`config.mk`:
```
export PLATFORM = sky130hd
export DESIGN_NAME = io_1_bidirectional_sync_filter
export DESIGN_NICKNAME = d
export VERILOG_FILES = /design/src/rtl/io_pkg.sv /design/src/rtl/io_glitch_filter.sv /design/src/rtl/io_1_bidirectional_sync_filter.sv
export SDC_FILE = /design/constraint.sdc
export NUM_CORES = 1
export LEC_CHECK = 0
export ABC_AREA = 1
export CAP_MARGIN = 25
export CORE_AREA = 10 10 47 49
export DETAILED_ROUTE_END_ITERATION = 12
export DIE_AREA = 0 0 57 59
export PLACE_DENSITY = 0.6
export RECOVER_POWER = 100
export SKIP_CTS_REPAIR_TIMING = 1
export SYNTH_ARGS = -nofsm -noshare
export SYNTH_HDL_FRONTEND = slang
export SYNTH_SLANG_ARGS = --single-unit
```
`constraint.sdc`:
```
create_clock -name UserCLK -period 0.8 [get_ports UserCLK]
set_input_delay 0.12 -clock UserCLK [delete_from_list [all_inputs] [get_ports UserCLK]]
set_output_delay 0.12 -clock UserCLK [all_outputs]
set_load 0.005 [all_outputs]
```
`src/rtl/io_pkg.sv`:
```
// Shared constants for the W_IO pad conditioning stage: default depths,
// legal parameter ranges and the filter counter width.
package io_pkg;

  localparam int IO_SYNC_STAGES_DEF = 2;
  localparam int IO_FILTER_LEN_DEF  = 4;

  localparam int IO_SYNC_STAGES_MIN = 2;
  localparam int IO_SYNC_STAGES_MAX = 4;
  localparam int IO_FILTER_LEN_MIN  = 1;
  localparam int IO_FILTER_LEN_MAX  = 16;

  // One spare bit above clog2 so FILTER_LEN=1 still yields a 1-bit counter.
  function automatic int io_cnt_width(input int len);
    return $clog2(len) + 1;
  endfunction

endpackage

```
`src/rtl/io_glitch_filter.sv`:
```
// Stability filter: q takes the value of d only after d has differed from q
// for FILTER_LEN consecutive cycles; rise/fall strobe with the change of q.
module io_glitch_filter
  import io_pkg::*;
#(
  parameter int FILTER_LEN = IO_FILTER_LEN_DEF
) (
  input  logic UserCLK,
  input  logic RST,
  input  logic d,
  output logic q,
  output logic rise,
  output logic fall
);

  localparam int             CW       = io_cnt_width(FILTER_LEN);
  localparam logic [CW-1:0]  CNT_LAST = CW'(FILTER_LEN - 1);

  logic [CW-1:0] cnt_q, cnt_d;
  logic          o_q, o_d;
  logic          rise_q, rise_d;
  logic          fall_q, fall_d;

  // Any sample that matches the current output restarts qualification, so a
  // short excursion never accumulates and the counter stops at CNT_LAST.
  always_comb begin
    cnt_d  = cnt_q;
    o_d    = o_q;
    rise_d = 1'b0;
    fall_d = 1'b0;
    if (d == o_q) begin
      cnt_d = '0;
    end else if (cnt_q == CNT_LAST) begin
      o_d    = d;
      cnt_d  = '0;
      rise_d = d;
      fall_d = ~d;
    end else begin
      cnt_d = cnt_q + CW'(1);
    end
  end

  always_ff @(posedge UserCLK or posedge RST) begin
    if (RST) begin
      cnt_q  <= '0;
      o_q    <= 1'b0;
      rise_q <= 1'b0;
      fall_q <= 1'b0;
    end else begin
      cnt_q  <= cnt_d;
      o_q    <= o_d;
      rise_q <= rise_d;
      fall_q <= fall_d;
    end
  end

  assign q    = o_q;
  assign rise = rise_q;
  assign fall = fall_q;

endmodule

```
`src/rtl/io_1_bidirectional_sync_filter.sv`:
```
// Pad-side conditioning for a bidirectional IO: synchronises and filters the
// pad input, and optionally registers the fabric drive toward the pad.
module io_1_bidirectional_sync_filter
  import io_pkg::*;
#(
  parameter int SYNC_STAGES = IO_SYNC_STAGES_DEF,
  parameter int FILTER_LEN  = IO_FILTER_LEN_DEF,
  parameter bit OUT_REG     = 1'b1
) (
  input  logic UserCLK,
  input  logic RST,
  input  logic I,
  input  logic T,
  input  logic O_top,
  output logic I_top,
  output logic T_top,
  output logic O,
  output logic Q,
  output logic RISE,
  output logic FALL
);

  if (SYNC_STAGES < IO_SYNC_STAGES_MIN || SYNC_STAGES > IO_SYNC_STAGES_MAX) begin : g_bad_sync
    $error("io_1_bidirectional_sync_filter: SYNC_STAGES out of range");
  end
  if (FILTER_LEN < IO_FILTER_LEN_MIN || FILTER_LEN > IO_FILTER_LEN_MAX) begin : g_bad_filter
    $error("io_1_bidirectional_sync_filter: FILTER_LEN out of range");
  end

  logic [SYNC_STAGES-1:0] sync_q, sync_d;

  always_comb begin
    sync_d = {sync_q[SYNC_STAGES-2:0], O_top};
  end

  always_ff @(posedge UserCLK or posedge RST) begin
    if (RST) begin
      sync_q <= '0;
    end else begin
      sync_q <= sync_d;
    end
  end

  assign Q = sync_q[SYNC_STAGES-1];

  io_glitch_filter #(
    .FILTER_LEN(FILTER_LEN)
  ) u_filter (
    .UserCLK(UserCLK),
    .RST    (RST),
    .d      (Q),
    .q      (O),
    .rise   (RISE),
    .fall   (FALL)
  );

  // T_top is output-enable, so a reset value of 0 leaves the pad high-Z.
  if (OUT_REG) begin : g_out_reg
    logic i_top_q, i_top_d;
    logic t_top_q, t_top_d;

    always_comb begin
      i_top_d = I;
      t_top_d = ~T;
    end

    always_ff @(posedge UserCLK or posedge RST) begin
      if (RST) begin
        i_top_q <= 1'b0;
        t_top_q <= 1'b0;
      end else begin
        i_top_q <= i_top_d;
        t_top_q <= t_top_d;
      end
    end

    assign I_top = i_top_q;
    assign T_top = t_top_q;
  end else begin : g_out_comb
    assign I_top = I;
    assign T_top = ~T;
  end

endmodule

```
-- Word level (Yosys, flattened, before mapping)
Index checks and enable logic that the tools add are counted.
W data, S select, Z words.
- register bits after elaboration: 10
- output and inout port bits: 6
- $add $sub $neg: 1
- equal/unequal tests: 2
- multiplexer cells: 6
- bitwise operators: 3
- reduce and logical (&&, ||, !) cells: 1
- operators by type and width (kind ; count):
    $mux W3 ; 2
    $mux W1 ; 4
    $add A3 B1 Y3 const B ; 1
    $eq A3 B2 Y1 const B ; 1
    $not A1 Y1 ; 3
    $reduce_and A2 Y1 ; 1
    $eq A1 B1 Y1 ; 1

-- Depth between registers and ports, before layout
- depth in word-level cells: 3
- mapped depth: 4
- gate-level depth less buffers: 4

-- Hierarchy
From an unflattened synthesis, not the netlist that was laid out.
- cell total of the unflattened synthesis: 34
- area, all modules: 361.6 um2
- by module, submodules not included (module ; times used ; cells each ; area each (um2) ; sequential area each (um2)):
    io_glitch_filter ; 1 ; 28 ; 254.0 ; 150.1
    io_1_bidirectional_sync_filter ; 1 ; 6 ; 107.6 ; 100.1

-- Worst setup path before layout
Ideal clock, no wire load.
- kind: register to register
- from: register u_filter.cnt_q[0]
- to: register u_filter.cnt_q[0]
- arrival: 793 ps
- required time: 729 ps
- setup slack: -64 ps
- cell stages (with the launch flop): 5
- period minus slack after synthesis: 864 ps
- cells stage by stage: dfrtp_1 ha_1 nand2_1 nand2_1 nor2_1
- cells in the longest elaborated chain, start to end: 3
- RTL lines (element ; line ; text):
    start, declared ; io_glitch_filter.sv:19 ; logic [CW-1:0] cnt_q, cnt_d;
    start signal, assigned ; io_glitch_filter.sv:50 ; cnt_q <= cnt_d;
    $add A3 B1 Y3 / $eq A3 B2 Y1 (equally long branches) ; io_glitch_filter.sv:39, io_glitch_filter.sv:33 ;
    $mux W3 * ; io_glitch_filter.sv:33 ; end else if (cnt_q == CNT_LAST) begin
    $mux W3 * ; io_glitch_filter.sv:31 ; if (d == o_q) begin
    via u_filter.cnt_d[0] ; io_glitch_filter.sv:19 ;
Mark *: on every way through the listed nets, which the timed path passes. The rest lies on a longest branch.
A chain may end at the register's enable or synchronous reset.

-- Worst setup path in the final report
Ends and elaborated chain as after synthesis.

==> reports/metrics.yaml <==
run_status: "complete, but fails checks"
violations: "negative setup slack"
max_freq_mhz: 1125
yosys_register_bits: 10
vias_per_cell: 3.910
grt-ovfl-total: 0
hold_viol_final: 0
final_cells: 67
dp.final_hpwl_um: 546.8
tightest_slew_ns: 0.5455
ant_nets: 0
drtIter0Drc: 5
path_clk_slew_ns: 0.07
end_kind: "flop"
track_usage: 0.04745
relSlewSlack: 0.6364
leakagePower_uw: 0.0002870
antenna_found_initial: 0
clock-root-buffer: "clkbuf_4"
avgRoutedWirePerCell_um: 11.22
drive_gt1_frac: 0.5490
drv_slew: 0
die_area_um2: 3363
drv_cap: 0
seqCellArea_um2: 250.2
clock_skew_ns: 0.0005211
post-route-min-period_ns: 0.8893
wirelength_um: 752
die_x_um: 57
syn_inst: 33
drc_errors: 0
nNetsFinal: 58
min_path_type: "input port to async pin"
num-fill-cells: 145
placed_area_um2: 530.5
die_h_um: 59
cts_made_buffers: 3
cp-startpoint: "u_filter.cnt_q[0]"
grt_pass1_vias: 287
finish.instance_area_um2: 579.3
worstSkewPairLatency_ns: 0.26
fin_ws_ns: -0.08928
critPathLaunchType: "flop"
antenna_cells: 0
yosys.cell_types.count: 9
core-area_um2: 1401
setup_viol: 12
h-tree-depth: 1
clkSinkCount: 10
clk_path_buf_depth: 2
first_pass_iters: 2
rows: 14
post-route-period-util: 1.112
grt_max_degree: 11
place_congestion: 0.6816
dp.cells: 63
worstPathArrival_ns: 1.08
worstPathRequired_ns: 0.99
initial_core_util: 0.2518
io_buffer_count: 10
mostFrequentLayoutCells: "10 x dfrtp_1, 6 x clkbuf_2, 5 x inv_1"
total_power_uw: 1658
syn_to_final_growth_pct: 64.18
syn_area_um2: 352.8
peakVddDrop_v: 0.001283
cts_tree: "done"
r2r_start: "u_filter.cnt_q[0]"
syn_area_per_cell_um2: 10.69
multi_input_area_um2: 133.9
layout_commonest_cell: "dfrtp_1"
grt_pass1_wl_mm: 1.200
crit_fanout: 3
critPathKind: "flop to flop"
ys_warn_count: 0
ys_seq_area_frac: 0.7092
p_per_area_nw_per_um2: 2862
synth_nets: 39
rsz0062_at_grt: "yes"
num_vias: 262
io_pins: 11
[worst paths after layout]
check                                    end  slack (ns)  depth (start not counted)
max                        u_filter.cnt_q[0]       -0.09                          4
min                                sync_q[0]        0.27                          3
max reg2reg                u_filter.cnt_q[0]       -0.09                          4
min reg2reg                        sync_q[1]        0.36                          0
max in group asynchronous         u_filter.q        0.17                          3
min in group UserCLK               sync_q[1]        0.36                          0
[per-stage QoR]
stage,TNS [ns],worst slack [ns],hold WS (ns),utilization
after detailed placement,-1.217,-0.1601,0.3464,0.3786
after CTS,-3.047,-0.4514,0.1515,0.4045
after global placement,-1.088,-0.1386,0.3481,0.3786
after floorplan,-0.002369,-0.001755,-0.03982,-
final,-0.6851,-0.08928,0.2722,0.4134
after global routing,-1.230,-0.1387,0.3130,0.4134
[layer usage]
layer | global-route usage | up-vias | share of wire
met5 | 0 | - | 0
met1 | 0.04242 | 121 | 0.44
met3 | 0.03004 | 2 | 0.059
li1 | - | 131 | -
met4 | 0.04027 | 0 | 0.013
met2 | 0.07442 | 8 | 0.49
[where the power goes]
group / internal [µW] / total [µW] / switching [µW] / leakage (µW)
combinational: 276 / 569 / 293 / 0.000140
clock: 276 / 445 / 169 / 0.0000210
sequential: 588 / 644 / 56.6 / 0.000127
total: 1140 / 1660 / 518 / 0.000287
[registers in the layout, summed over array words and instances (netlist names)]
register,count
u_filter.cnt_q,3
sync_q,2
I_top,1
T_top,1
u_filter.fall,1
u_filter.q,1
u_filter.rise,1
[cell type report]
cell class	instances	share of cell area
clock buffer	4	0.06263
inverter	8	0.06048
sequential	10	0.4320
timing repair buffer	14	0.1793
multi-input combinational	15	0.2311
tap	16	0.03456
[worst max-delay path, stage by stage (launching register included)]
cell and delay [ns]:
dfrtp_1 0.41, ha_4 0.19, nand2_4 0.09, nand2_2 0.05, nor2_1 0.08
[synth_stat cells (all sizes together)]
master / instances / area, µm²
ha: 1 / 12.51
nand3: 1 / 5.000
nor3: 1 / 5.000
nor2: 4 / 15.01
dfrtp: 10 / 250.2
nand2: 8 / 35.03
inv: 8 / 30.03
[kinds of logic (layout without fill, tap and decap cells)]
group / Yosys count / after routing / share of synthesized area
buffers and inverters: 8 / 26 / 0.08511
and+or+nand+nor: 14 / 14 / 0.1702
DFF: 10 / 10 / 0.7092
adders and majority gates: 1 / 1 / 0.03546
(Power assumes the default switching activity.)
